**src/rtl/subsystem_eq1_pipe_if.sv**
```systemverilog
// rtl/subsystem_eq1_pipe_if.sv - sample/result handshake bundle for the eq1 pipeline
interface subsystem_eq1_pipe_if #(
  parameter int N = 16
) ();
  logic                in_valid;
  logic                in_ready;
  logic signed [N-1:0] I1;
  logic signed [N-1:0] I2;
  logic signed [N-1:0] I3;
  logic                out_valid;
  logic                out_ready;
  logic signed [N-1:0] O_raw;
  logic signed [2*N-1:0] O_full;
  logic                ovf;

  modport master (
    output in_valid, I1, I2, I3, out_ready,
    input  in_ready, out_valid, O_raw, O_full, ovf
  );

  modport slave (
    input  in_valid, I1, I2, I3, out_ready,
    output in_ready, out_valid, O_raw, O_full, ovf
  );
endinterface

```
**src/rtl/subsystem_eq1_pipe.sv**
```systemverilog
// rtl/subsystem_eq1_pipe.sv - 3-stage fixed-point O = I3*I3*(1-I1) + I2*I1, optional saturation via EQ1_SAT_EN
module subsystem_eq1_pipe #(
  parameter int N    = 16,
  parameter int FRAC = 8
) (
  input logic                 clk,
  input logic                 rst,
  subsystem_eq1_pipe_if.slave bus
);
  localparam int W = 2 * N;
  localparam logic signed [N-1:0] ONE = N'(1) << FRAC;

  logic                adv;
  logic                v1, v2, v3;
  logic signed [N-1:0] t0, t1;
  logic signed [W-1:0] pb1, pa2, pb2;
  logic signed [N-1:0] raw_q;
  logic signed [W-1:0] full_q;
  logic                ovf_q;

  logic signed [W-1:0] sq, pb_d, pa_d;
  logic signed [N-1:0] t0_d, t1_d, raw_d;
  logic signed [W:0]   sum_d, shifted;
  logic                ovf_d;

  // Single stall signal: every stage moves together or not at all.
  assign adv = !v3 || bus.out_ready;

  assign sq      = W'(bus.I3) * W'(bus.I3);
  assign t0_d    = N'(sq >>> FRAC);
  assign t1_d    = ONE - bus.I1;
  assign pb_d    = W'(bus.I2) * W'(bus.I1);
  assign pa_d    = W'(t0) * W'(t1);
  assign sum_d   = (W+1)'(pa2) + (W+1)'(pb2);
  assign shifted = sum_d >>> FRAC;

  // Fits in N signed bits only if every bit from the N-bit sign position up is a copy of it.
  assign ovf_d = !((&shifted[W:N-1]) || !(|shifted[W:N-1]));

`ifdef EQ1_SAT_EN
  localparam logic signed [N-1:0] MAX_N = {1'b0, {(N-1){1'b1}}};
  localparam logic signed [N-1:0] MIN_N = {1'b1, {(N-1){1'b0}}};
  assign raw_d = ovf_d ? (shifted[W] ? MIN_N : MAX_N) : shifted[N-1:0];
`else
  assign raw_d = shifted[N-1:0];
`endif

  always_ff @(posedge clk or posedge rst) begin
    if (rst) begin
      v1     <= 1'b0;
      v2     <= 1'b0;
      v3     <= 1'b0;
      t0     <= '0;
      t1     <= '0;
      pb1    <= '0;
      pa2    <= '0;
      pb2    <= '0;
      raw_q  <= '0;
      full_q <= '0;
      ovf_q  <= 1'b0;
    end else if (adv) begin
      v1 <= bus.in_valid;
      v2 <= v1;
      v3 <= v2;
      if (bus.in_valid) begin
        t0  <= t0_d;
        t1  <= t1_d;
        pb1 <= pb_d;
      end
      if (v1) begin
        pa2 <= pa_d;
        pb2 <= pb1;
      end
      // Output registers keep the last real result across bubbles.
      if (v2) begin
        raw_q  <= raw_d;
        full_q <= sum_d[W-1:0];
        ovf_q  <= ovf_d;
      end
    end
  end

  assign bus.in_ready  = adv;
  assign bus.out_valid = v3;
  assign bus.O_raw     = raw_q;
  assign bus.O_full    = full_q;
  assign bus.ovf       = ovf_q;
endmodule

```
**src/flat_wrapper.sv**
```systemverilog
// flat-port wrapper written by rule: the top's interface ports become plain ports
module subsystem_eq1_pipe_flat 
#(
  parameter int N    = 16,
  parameter int FRAC = 8
)
  (clk, rst, bus_in_valid, bus_I1, bus_I2, bus_I3, bus_out_ready, bus_in_ready, bus_out_valid, bus_O_raw, bus_O_full, bus_ovf);
  subsystem_eq1_pipe_if #(.N(N)) bus_i ();
  input logic clk;
  input logic rst;
  input wire logic [$bits(bus_i.in_valid)-1:0] bus_in_valid;
  input wire logic [$bits(bus_i.I1)-1:0] bus_I1;
  input wire logic [$bits(bus_i.I2)-1:0] bus_I2;
  input wire logic [$bits(bus_i.I3)-1:0] bus_I3;
  input wire logic [$bits(bus_i.out_ready)-1:0] bus_out_ready;
  output wire logic [$bits(bus_i.in_ready)-1:0] bus_in_ready;
  output wire logic [$bits(bus_i.out_valid)-1:0] bus_out_valid;
  output wire logic [$bits(bus_i.O_raw)-1:0] bus_O_raw;
  output wire logic [$bits(bus_i.O_full)-1:0] bus_O_full;
  output wire logic [$bits(bus_i.ovf)-1:0] bus_ovf;
  assign bus_i.in_valid = bus_in_valid;
  assign bus_i.I1 = bus_I1;
  assign bus_i.I2 = bus_I2;
  assign bus_i.I3 = bus_I3;
  assign bus_i.out_ready = bus_out_ready;
  assign bus_in_ready = bus_i.in_ready;
  assign bus_out_valid = bus_i.out_valid;
  assign bus_O_raw = bus_i.O_raw;
  assign bus_O_full = bus_i.O_full;
  assign bus_ovf = bus_i.ovf;
  subsystem_eq1_pipe #(.N(N), .FRAC(FRAC)) u_core (.clk(clk), .rst(rst), .bus(bus_i));
endmodule
```
**config.mk**
```make
export PLATFORM = sky130hd
export DESIGN_NAME = subsystem_eq1_pipe_flat
export DESIGN_NICKNAME = d
export VERILOG_FILES = /design/src/rtl/subsystem_eq1_pipe_if.sv /design/src/rtl/subsystem_eq1_pipe.sv /design/src/flat_wrapper.sv
export SDC_FILE = /design/constraint.sdc
export NUM_CORES = 2
export LEC_CHECK = 0
export BUFFER_PORTS_ARGS = -buffer_cell sky130_fd_sc_hd__buf_2
export CAP_MARGIN = 25
export CORE_MARGIN = 2
export CORE_UTILIZATION = 45
export DETAILED_ROUTE_END_ITERATION = 8
export PLACE_DENSITY = 0.66
export SETUP_SLACK_MARGIN = 0.2
export SYNTH_ARGS = -nofsm -noshare
export SYNTH_HDL_FRONTEND = slang
export SYNTH_SLANG_ARGS = --single-unit
```
**constraint.sdc**
```tcl
create_clock -name clk -period 6.65 [get_ports clk]
set_input_delay 1.33 -clock clk [delete_from_list [all_inputs] [get_ports clk]]
set_output_delay 1.33 -clock clk [all_outputs]
set_load 0.05 [all_outputs]
```
# Word-level counts from Yosys, hierarchy flattened
# Index checks and enable logic that the tools add are counted.
# totals
reg_bits,180
inputBits,52
out_inout_bits,51
# op_classes
n_addsub,2
mul,3
n_reduce_logical,10
# ops
op,n
$mul 16x16->32,2
$add 32x32->33,1
$mul 16x16->24,1
$sub 10x16->16 const A,1
$reduce_and 10->1,1
$reduce_or 10->1,1
$reduce_and 2->1,3
$logic_not 1->1,3
$logic_or 1x1->1,2

# Depth between registers and ports, before layout
# depth
word_depth,5
ltp_mapped,25

# Worst setup path after synthesis
# No wires, ideal clock.
# synth_path
path_type,input port to flip-flop
from,in bus_I1[7]
to,reg u_core.pb1[30]
setup_ps,125
arrival_ps,7282
slack_ps,-756
cell_stages,24
n_path_buf,2
path_cell_list,clkbuf_1 -> buf_1 -> nand2_1 -> fa_1 -> inv_1 -> fa_1 -> inv_1 -> fa_1 -> inv_1 -> fa_1 -> fa_1 -> inv_1 -> fa_1 -> inv_1 -> ha_1 -> and4_1 -> and2_1 -> a221oi_1 -> a221oi_1 -> o221ai_1 -> o21a_1 -> o21ai_2 -> a21oi_1 -> mux2_2
# synth_between
elab_chain_cells,1
# synth_lines
item,line_no,source
start: declaration,flat_wrapper.sv:12,input wire logic [$bits(bus_i.I1)-1:0] bus_I1;
$mul 16x16->32,subsystem_eq1_pipe.sv:32,assign pb_d = W'(bus.I2) * W'(bus.I1);
end signal: assignment,subsystem_eq1_pipe.sv:68,pb1 <= pb_d;
end: declaration,subsystem_eq1_pipe.sv:16,"logic signed [W-1:0] pb1, pa2, pb2;"
# Every way passes these cells.
# A chain may end at the register's enable or synchronous reset.

# Worst setup path after layout
# layout_path
from,in bus_I2[10]
to,reg u_core.pb1[31]
# layout_between
elab_chain_cells,1
# layout_lines
item,line_no,source
start: declaration,flat_wrapper.sv:13,input wire logic [$bits(bus_i.I2)-1:0] bus_I2;
$mul 16x16->32,subsystem_eq1_pipe.sv:32,
# Every way passes these cells.

==> results.yml <==
min_path:
  hold_depth: 2
  hold_path.class: "flop to flop"
  min_from: "u_core.bus.O_full[28]"
  hold_end: "u_core.bus.O_full[28]"
sta:
  worst_slack_ns: 0.2754
  finalHoldViolCount: 0
  tns_ns: 0
  final.min_clock_period_ns: 6.375
  drv_slew: 0
  final.period_utilization_pct: 95.86
  finalSetupViolations: 0
  worst_pin_slew_ns: 0.9289
  fmax_mhz: 156.9
  hold_ws_ns: 0.4765
  rsz0062_at_grt: "true"
  skew_ns: 0.01599
  maxSlewHeadroom_pct: 37.86
drt:
  first_pass_iters: 5
  routed_via_density: 4.969
  routedWlPerCell_microns: 15.56
  via_count: 24747
  drtIter0Drc: 1307
  ant_nets: 0
  drc: 0
  drt-total-wl_mm: 77.47
clock_tree:
  clock-sinks: 164
  clk_pin_slew_worst_paths_ns: 0.08
  hold_buffers: 0
  clk_path_buf_depth: 2
  cts_tree: "yes"
  numCtsBuffers: 17
  cts_root_buf: "clkbuf_16"
  clk_latency_ns: 0.48
  h-tree-depth: 4
logic_synthesis:
  syn_nets: 4711
  synth_top_area_share_pct: 40.51
  synth_area_sq_um: 34240
  synth_edf_count: 0
  synthCells: 3698
  yosysTopAreaCell: "fa_1"
  ys_types: 81
  syn_area_per_cell_sq_um: 9.260
  ys_warn_count: 0
  synth_seq_cells: 164
  synth_seq_area_share_pct: 11.98
  synth-main-ff-cell: "dfrtp_1"
  synthTopCellsByArea: "fa_1 41%, dfrtp_1 12%, ha_1 9.8%"
  postSynth.asyncResetShare_pct: 100.0
final_layout:
  drive_gt1_share_pct: 15.94
  multi_input_area_sq_um: 26740
  nets: 5002
  regArea_sq_um: 4131
  diodes: 0
  stdcell_area_sq_um: 39130
  area_growth_pct: 14.28
  n_fill_cell: 6919
critical_path:
  path_class: "primary input to flop"
  crit_slowest_cell: "fa_1"
  cp.arrival_ns: 6.74
  cp_data_required_time_ns: 7.01
  r2r_setup_slack_ns: 0.37
  cp_top_family: "adder cells"
  cp_common_cell: "fa_1"
  cp.depth: 23
  worstSetupStartpointType: "primary input"
  crit_chain: "buf_12, and2_4, fa_1, inv_1, fa_2, fa_1, inv_2, fa_1, fa_1, inv_2, fa_1, inv_2, ha_4, a21oi_2, o21ai_2, buf_4, a2111oi_4, nor4_4, o211ai_1, o211ai_1, a31oi_1, xnor2_1, o21ai_1"
  r2r-start: "u_core.t0[15]"
  r2r_cells: 26
  rr_endpoint: "u_core.pa2[28]"
  cpPeakStageDelay_ns: 0.55
  path_max_fanout: 7
  critical_path_buf_inv_count: 6
  cp-end-kind: "flop"
global_routing:
  grt_pass1_wl_mm: 129.9
  grtUsageTotal_pct: 20.58
  overflow: 0
  grt_pass1_vias: 25488
  antenna_found_initial: 1
  grt_max_degree: 92
run:
  drv_cap: 0
placed_design:
  postPlaceCellArea_sq_um: 37920
  dp_hpwl_mm: 66.42
  port_buffers: 102
  place.gp.congestion: 0.8778
  dp_slack_ns: -0.4036
floorplan:
  rows: 101
  die_area_sq_um: 78320
  fp.dieW_microns: 279.9
  io_pins: 103
  start_util_pct: 45.24
  core_area_sq_um: 75700
  die_height_microns: 279.9
status:
  outcome: "finished clean"
-- layout make-up --
| cell class | instances | area share [%] |
|---|---|---|
| Clock inverter | 14 | 0.4092 |
| Timing Repair Buffer | 424 | 8.278 |
| Multi-Input combinational cell | 2530 | 68.32 |
| Sequential cell | 164 | 10.56 |
| Inverter | 852 | 8.185 |
| Clock buffer | 18 | 1.122 |
| Tap cell | 978 | 3.127 |
-- metrics by stage --
stage | util (%) | cells
final | 51.70 | 4980
after global routing | 51.70 | 4980
after CTS | 50.92 | 4962
after detailed placement | 50.09 | 4930
after global placement | 50.09 | 4930
after floorplan | - | 3698
-- state kept, by name, summed over array words and instances, names as in the netlist --
signal and cells:
u_core.bus.O_full 32, u_core.bus.out_valid 1, u_core.bus.ovf 1, u_core.pa2 32
u_core.pb1 32, u_core.pb2 32, u_core.t0 16, u_core.t1 16
u_core.v1 1, u_core.v2 1
-- worst reg2reg max path, stage by stage, from the launching register on --
cell     delay, ns
dfrtp_2       0.49
nand2_1       0.12
inv_1         0.08
fa_2          0.62
inv_1         0.07
fa_1          0.44
fa_1          0.54
inv_1         0.05
fa_1          0.50
fa_1          0.50
inv_1         0.05
fa_1          0.47
inv_1         0.04
ha_1          0.28
buf_4         0.16
o21ai_0       0.09
nor2_2        0.10
nor3_4        0.24
nor4_2        0.06
buf_4         0.15
o41ai_2       0.20
buf_4         0.17
a21oi_1       0.10
buf_4         0.16
o21a_1        0.17
o21a_1        0.18
o31ai_2       0.18
-- worst max-delay path by stage --
stage | from | end | slack (ns)
after detailed placement | bus_I2[7] | u_core.pb1[31] | -0.40
after floorplan | bus_I1[7] | u_core.pb1[30] | -0.14
after global routing | bus_I1[5] | u_core.pb1[29] | 0.07
final | bus_I2[10] | u_core.pb1[31] | 0.28
after CTS | u_core.t0[15] | u_core.pa2[29] | 0.20
after global placement | bus_I2[7] | u_core.pb1[31] | -0.41
-- Yosys cell counts (17+ instances only) --
cell	n
xor2_1	53
a21o_1	36
clkbuf_1	121
mux2_2	50
nor3_1	25
nand2_1	440
buf_4	17
dfrtp_1	164
ha_1	268
fa_1	693
and2_1	295
xnor2_1	82
a211oi_1	17
nor2_1	98
nand2b_1	29
nand3_1	23
inv_1	851
a21oi_1	81
o21ai_0	150
-- per-layer routing --
layer / wire length (microns) / share of wire [%] / track usage [%] / vias to the layer above
met4: 923 / 1.2 / 3.867 / 0
met1: 36780 / 47 / 30.65 / 12449
met3: 3402 / 4.4 / 2.569 / 62
li1: - / - / - / 11761
met5: 0 / 0 / 0 / -
met2: 36370 / 47 / 32.51 / 475
-- kinds of logic (layout without fill, tap and decap cells) --
family / Yosys count / in the layout / synth area share [%]
xor+xnor: 135 / 135 / 3.453
buf+inv: 1004 / 1308 / 11.23
flops: 164 / 164 / 11.98
mux: 50 / 50 / 1.644
fa+ha+maj: 961 / 961 / 50.31
simple gates: 990 / 990 / 14.13
compound gates: 394 / 394 / 7.253
-- layout by cell type (no fill, tap or decap), types with 19 or more instances in the layout --
master,instances
and2_1,286
dfrtp_1,144
xnor2_1,82
ha_1,259
nand2_1,433
a21o_1,36
mux2_2,50
fa_1,675
nand3_1,20
o21ai_0,141
a21oi_1,73
buf_2,85
nor2_1,93
dfrtp_2,19
nor3_1,22
inv_1,841
buf_4,302
xor2_1,53
nand2b_1,29
-- timing repair --
| action | in CTS | in global routing |
|---|---|---|
| resized for setup | 12 | 142 |
| pin swaps | 3 | 56 |
| setup endpoints to repair | 10 | 29 |
| gates cloned | 0 | 0 |
| hold endpoints to repair | 0 | 0 |
| buffers inserted | 0 | 18 |
Power is left out: the tool's default activity adds up to more than one toggle a clock period on the data nets, which glitch-free logic cannot reach.
